==> config.mk <==
export PLATFORM = sky130hd
export DESIGN_NAME = gf2_pdiv72x8_flat
export DESIGN_NICKNAME = d
export VERILOG_FILES = /design/src/rtl/gf2_pdiv72x8_if.sv /design/src/rtl/gf2_pdiv72x8.sv /design/src/flat_wrapper.sv
export SDC_FILE = /design/constraint.sdc
export NUM_CORES = 1
export LEC_CHECK = 0
export BUFFER_PORTS_ARGS = -buffer_cell sky130_fd_sc_hd__buf_2
export CORE_MARGIN = 4
export CORE_UTILIZATION = 51
export CTS_CLUSTER_SIZE = 8
export DETAILED_ROUTE_END_ITERATION = 6
export GPL_TIMING_DRIVEN = 1
export MAX_ROUTING_LAYER = met4
export PLACE_DENSITY = 0.8
export SYNTH_ARGS = -nofsm -noshare
export SYNTH_HDL_FRONTEND = slang
export SYNTH_SLANG_ARGS = --single-unit
==> constraint.sdc <==
create_clock -name clk -period 13.3 [get_ports clk]
set_input_delay 0 -clock clk [delete_from_list [all_inputs] [get_ports clk]]
set_output_delay 0 -clock clk [all_outputs]
set_load 0.01 [all_outputs]
==> src/rtl/gf2_pdiv72x8_if.sv <==
// Handshake/data bundle for gf2_pdiv72x8.
// rem_nz is present only when GF2_PDIV_REM_CHK_EN is defined.
interface gf2_pdiv72x8_if;
  logic        in_valid;
  logic        in_ready;
  logic [71:0] z;
  logic [7:0]  x;
  logic        out_valid;
  logic        out_ready;
  logic [71:0] q;
  logic [6:0]  r;
  logic        dz;
`ifdef GF2_PDIV_REM_CHK_EN
  logic        rem_nz;
`endif

  modport master (
    output in_valid,
    output z,
    output x,
    output out_ready,
    input  in_ready,
    input  out_valid,
    input  q,
    input  r,
`ifdef GF2_PDIV_REM_CHK_EN
    input  rem_nz,
`endif
    input  dz
  );

  modport slave (
    input  in_valid,
    input  z,
    input  x,
    input  out_ready,
    output in_ready,
    output out_valid,
    output q,
    output r,
`ifdef GF2_PDIV_REM_CHK_EN
    output rem_nz,
`endif
    output dz
  );
endinterface

==> src/rtl/gf2_pdiv72x8.sv <==
// Sequential GF(2)[x] divider: z = q*x ^ r, deg(r) < deg(x), STEP quotient bits per cycle.
// Optional remainder-nonzero flag enabled by defining GF2_PDIV_REM_CHK_EN.
module gf2_pdiv72x8 #(
  parameter int unsigned STEP = 1
) (
  input  logic          clk,
  input  logic          rst,
  gf2_pdiv72x8_if.slave bus
);

  localparam int unsigned NCYC = 72 / STEP;

  typedef enum logic [1:0] {
    IDLE,
    BUSY,
    DONE
  } state_t;

  state_t      state_q, state_d;
  logic [6:0]  cnt_q, cnt_d;
  logic [6:0]  rem_q, rem_d;
  logic [71:0] sh_q, sh_d;
  logic [7:0]  xn_q, xn_d;
  logic [2:0]  sft_q, sft_d;
  logic        zdiv_q, zdiv_d;
  logic [71:0] q_q, q_d;
  logic [6:0]  r_q, r_d;
  logic        dz_q, dz_d;
`ifdef GF2_PDIV_REM_CHK_EN
  logic        rem_nz_q, rem_nz_d;
`endif

  logic [2:0]  deg;
  logic [2:0]  nsft;
  logic [78:0] zs;
  logic [6:0]  rem_n;
  logic [71:0] sh_n;
  logic [7:0]  t;
  logic        qb;

  always_comb begin : p_deg
    deg = '0;
    for (int unsigned i = 0; i < 8; i++) begin
      if (bus.x[i]) deg = i[2:0];
    end
  end

  // Divisor and dividend are both pre-shifted so the divisor's leading term sits
  // at bit 7: the quotient is unchanged, the remainder comes out scaled by x^sft.
  // This keeps latency fixed at 72/STEP for every divisor degree.
  always_comb begin : p_norm
    nsft = 3'd7 - deg;
    zs   = {7'b0, bus.z} << nsft;
  end

  // sh holds unconsumed dividend bits at the top and quotient bits at the bottom.
  always_comb begin : p_step
    rem_n = rem_q;
    sh_n  = sh_q;
    t     = '0;
    qb    = 1'b0;
    for (int unsigned s = 0; s < STEP; s++) begin
      t  = {rem_n, sh_n[71]};
      qb = t[7];
      if (qb) t = t ^ xn_q;
      rem_n = t[6:0];
      sh_n  = {sh_n[70:0], qb};
    end
  end

  always_comb begin : p_fsm
    state_d  = state_q;
    cnt_d    = cnt_q;
    rem_d    = rem_q;
    sh_d     = sh_q;
    xn_d     = xn_q;
    sft_d    = sft_q;
    zdiv_d   = zdiv_q;
    q_d      = q_q;
    r_d      = r_q;
    dz_d     = dz_q;
`ifdef GF2_PDIV_REM_CHK_EN
    rem_nz_d = rem_nz_q;
`endif
    unique case (state_q)
      IDLE: begin
        if (bus.in_valid) begin
          state_d = BUSY;
          zdiv_d  = (bus.x == '0);
          sft_d   = nsft;
          xn_d    = bus.x << nsft;
          rem_d   = zs[78:72];
          sh_d    = zs[71:0];
          // A zero divisor still spends one cycle in BUSY to give its one-cycle latency.
          cnt_d   = zdiv_d ? 7'd1 : 7'(NCYC);
        end
      end
      BUSY: begin
        rem_d = rem_n;
        sh_d  = sh_n;
        cnt_d = cnt_q - 7'd1;
        if (cnt_q == 7'd1) begin
          state_d  = DONE;
          q_d      = zdiv_q ? '0 : sh_n;
          r_d      = zdiv_q ? '0 : (rem_n >> sft_q);
          dz_d     = zdiv_q;
`ifdef GF2_PDIV_REM_CHK_EN
          rem_nz_d = !zdiv_q && (r_d != '0);
`endif
        end
      end
      DONE: begin
        if (bus.out_ready) state_d = IDLE;
      end
      default: state_d = IDLE;
    endcase
  end

  always_ff @(posedge clk or posedge rst) begin
    if (rst) begin
      state_q  <= IDLE;
      cnt_q    <= '0;
      rem_q    <= '0;
      sh_q     <= '0;
      xn_q     <= '0;
      sft_q    <= '0;
      zdiv_q   <= 1'b0;
      q_q      <= '0;
      r_q      <= '0;
      dz_q     <= 1'b0;
`ifdef GF2_PDIV_REM_CHK_EN
      rem_nz_q <= 1'b0;
`endif
    end else begin
      state_q  <= state_d;
      cnt_q    <= cnt_d;
      rem_q    <= rem_d;
      sh_q     <= sh_d;
      xn_q     <= xn_d;
      sft_q    <= sft_d;
      zdiv_q   <= zdiv_d;
      q_q      <= q_d;
      r_q      <= r_d;
      dz_q     <= dz_d;
`ifdef GF2_PDIV_REM_CHK_EN
      rem_nz_q <= rem_nz_d;
`endif
    end
  end

  assign bus.in_ready  = (state_q == IDLE);
  assign bus.out_valid = (state_q == DONE);
  assign bus.q         = q_q;
  assign bus.r         = r_q;
  assign bus.dz        = dz_q;
`ifdef GF2_PDIV_REM_CHK_EN
  assign bus.rem_nz    = rem_nz_q;
`endif

endmodule

==> src/flat_wrapper.sv <==
// flat-port wrapper written by rule: the top's interface ports become plain ports
module gf2_pdiv72x8_flat 
#(
  parameter int unsigned STEP = 1
)
  (clk, rst, bus_in_valid, bus_z, bus_x, bus_out_ready, bus_in_ready, bus_out_valid, bus_q, bus_r, bus_dz);
  gf2_pdiv72x8_if bus_i ();
  input  logic clk;
  input  logic rst;
  input wire logic [$bits(bus_i.in_valid)-1:0] bus_in_valid;
  input wire logic [$bits(bus_i.z)-1:0] bus_z;
  input wire logic [$bits(bus_i.x)-1:0] bus_x;
  input wire logic [$bits(bus_i.out_ready)-1:0] bus_out_ready;
  output wire logic [$bits(bus_i.in_ready)-1:0] bus_in_ready;
  output wire logic [$bits(bus_i.out_valid)-1:0] bus_out_valid;
  output wire logic [$bits(bus_i.q)-1:0] bus_q;
  output wire logic [$bits(bus_i.r)-1:0] bus_r;
  output wire logic [$bits(bus_i.dz)-1:0] bus_dz;
  assign bus_i.in_valid = bus_in_valid;
  assign bus_i.z = bus_z;
  assign bus_i.x = bus_x;
  assign bus_i.out_ready = bus_out_ready;
  assign bus_in_ready = bus_i.in_ready;
  assign bus_out_valid = bus_i.out_valid;
  assign bus_q = bus_i.q;
  assign bus_r = bus_i.r;
  assign bus_dz = bus_i.dz;
  gf2_pdiv72x8 #(.STEP(STEP)) u_core (.clk(clk), .rst(rst), .bus(bus_i));
endmodule
==> flow_metrics.env <==
export IMPL_arrival_ps=3270
export IMPL_netlist_area_mm2=0.0111
export IMPL_synth_top_cell_by_area="dfrtp_1"
export IMPL_ant_nets=0
export IMPL_synth_yosys_seq_area_share=0.403
export IMPL_synth_seq_cells=179
export IMPL_slew_limit_headroom=0.188
export IMPL_whs_ps=14.4
export IMPL_placementRows=53
export IMPL_totalNegativeSetupSlack_ps=0
export IMPL_avgViaCountPerCell=6.66
export IMPL_wl_per_cell_um=22.4
export IMPL_synth_edf_count=0
export IMPL_hold_buffers=8
export IMPL_maxCapViolations=0
export IMPL_yosys_warnings=0
export IMPL_drive_above_1_share=0.180
export IMPL_cts_tree="yes"
export IMPL_drt_pass1_iter_count=6
export IMPL_cts_buffers_inserted=17
export IMPL_vias=11407
export IMPL_cts_repair_resize_count=0
export IMPL_finalInstanceArea_mm2=0.0126
export IMPL_place_congestion=0.990
export IMPL_clockBufferDepth=2
export IMPL_ys_types=80
export IMPL_status="completed"
export IMPL_required_ps=13600
export IMPL_hold_violations=0
export IMPL_clock_latency_ps=440
export IMPL_hold_path_class="in2reg"
export IMPL_core_area_mm2=0.0212
export IMPL_io_pins=166
export IMPL_grt_pass1_wl_mm=59.9
export IMPL_hpwlAfterDp_mm=25.7
export IMPL_max_freq_mhz=337
export IMPL_worst_pin_slew_ps=1220
export IMPL_p_leak_nw=6.09
export IMPL_syn_num_nets=1414
export IMPL_die_y_um=156
export IMPL_synth_top_area_share=0.403
export IMPL_cts_root_buf="clkbuf_16"
export IMPL_totalPowerFinal_mw=1.31
export IMPL_synth_common_cells="282 x nand2_1, 179 x dfrtp_1, 91 x nor2_1"
export IMPL_cts_setup_buffers=0
export IMPL_timing_reg2reg_worst_path_depth=5
export IMPL_setup_viol=0
export IMPL_end_kind="flop"
export IMPL_areaGrowthSynthToFinish_pct=13.4
export IMPL_drt_iter0_drc=1761
export IMPL_fin_util=0.594
export IMPL_initial_utilization=0.524
export IMPL_rsz0062_at_grt="no"
export IMPL_multi_input_area_mm2=0.00607
export IMPL_synth_cells=1328
export IMPL_insertedDiodeCount=0
export IMPL_fin_crit_sh=0.223
export IMPL_endpoint="u_core.sh_q[71]"
export IMPL_r2r_start="u_core.state_q[1]"
export IMPL_fin_crit_ps=2960
export IMPL_die_area_mm2=0.0242
export IMPL_start_kind="input pin"
export IMPL_nets=1510
export IMPL_drv_slew=0
export IMPL_critPathMaxFanout=32
export IMPL_cellPowerDensity_mw_per_mm2=104
export IMPL_grtUsageTotal=0.319
export IMPL_ir_worst_vdd_uv=79.3
export IMPL_reg2reg_to="u_core.sh_q[69]"
export IMPL_totalWireLength_mm=38.4
export IMPL_place_area_mm2=0.0119
export IMPL_port_buffers=165
export IMPL_worstSetupPathType="in2reg"
export IMPL_clock_sinks=179
export IMPL_dieWidth_um=156
export IMPL_synthFlopType="dfrtp_1"
export IMPL_yosysMostFrequentCell="nand2_1"
export IMPL_drc=0
export IMPL_startpoint="bus_x[5]"
export IMPL_synthArstFlopShare=1.00
export IMPL_grt_pass1_vias=10654
export IMPL_grt_max_degree=109
export IMPL_grt_antenna_before_repair=0
export IMPL_regToRegSetupSlack_ps=10410
export IMPL_synth_area_leaders="dfrtp_1 40%, nand2_1 9.5%, nand3b_1 4.9%"
export IMPL_regArea_mm2=0.00448
export IMPL_gr_total_overflow=0
export IMPL_synth_avg_cell_area_um2=8.37
export IMPL_nFillCells=1891
export IMPL_htree_levels=4
export IMPL_final_setup_skew_ps=11.0
export IMPL_cts_clk_slew_worst_paths_ps=70
[worst min path at each step]
stage | startpoint | to | slack (ps) | cells past startpoint
final | bus_z[58] | u_core.sh_q[60] | 10 | 4
after global routing | bus_z[58] | u_core.sh_q[60] | 20 | 4
after CTS | bus_z[58] | u_core.sh_q[60] | 3 | 4
after detailed placement | bus_out_ready | u_core.state_q[1] | 290 | 3
after global placement | bus_out_ready | u_core.state_q[1] | 290 | 3
after floorplan | bus_x[0] | u_core.xn_q[0] | 140 | 2
[placed cells by master (no fill, tap or decap), drive strengths merged, types with 15 or more instances in the layout]
master	instances
o22a	20
clkbuf	20
inv	19
nand3b	73
a22oi	15
nand2	286
o221ai	16
nor2	95
o21ai	98
a21oi	69
mux2i	50
mux2	19
dfrtp	179
nand3	40
buf	181
a31oi	35
o22ai	43
[cell type report]
| type | count | area share |
|---|---|---|
| well taps | 275 | 0.0273 |
| clock buffers | 20 | 0.0362 |
| repair buffers | 189 | 0.0814 |
| multi-input cells | 1023 | 0.482 |
| clock inverters | 12 | 0.0134 |
| inverters | 14 | 0.00457 |
| flip-flops and latches | 179 | 0.355 |
[cells by family after synthesis]
logic type,share of synthesized area
adder cells (fa/ha/maj),0.00225
multiplexers,0.0643
flip-flops,0.403
AO/OA/AOI/OAI,0.246
AND/OR/NAND/NOR,0.228
XOR/XNOR,0.00315
buffers and inverters,0.0533
[metal layers]
layer	routed length [um]	track usage	part of all wire
met1	15000	0.431	0.39
met2	17200	0.481	0.45
met3	4560	0.0702	0.12
met4	1530	0.106	0.040
met5	0	-	0
[worst max-delay path: stages]
cell and delay, ps:
dlygate4sd3_1 530, buf_2 180, or2_1 260, o211ai_2 690
nand2_2 670, mux2_2 520, a221oi_1 290, a21oi_1 110
[where the power goes]
group / internal (mW) / switching [mW]
clock network: 0.311 / 0.234
registers: 0.562 / 0.0245
logic: 0.0651 / 0.113
total: 0.938 / 0.372
[state kept, by name, indices dropped and copies added, names as in the netlist]
name / flops
u_core.bus.r: 7
u_core.xn_q: 7
u_core.sft_q: 3
u_core.zdiv_q: 1
u_core.sh_q: 72
u_core.bus.q: 72
u_core.state_q: 2
u_core.cnt_q: 7
u_core.bus.dz: 1
u_core.rem_q: 7
[per-stage QoR]
step,std cells,setup WS (ps)
finish,1712,10340
global route,1712,10200
CTS,1712,10420
detailed placement,1672,10450
global placement,1672,10510
floorplan,1328,8440
No activity file was read; power rests on OpenSTA's default activity.
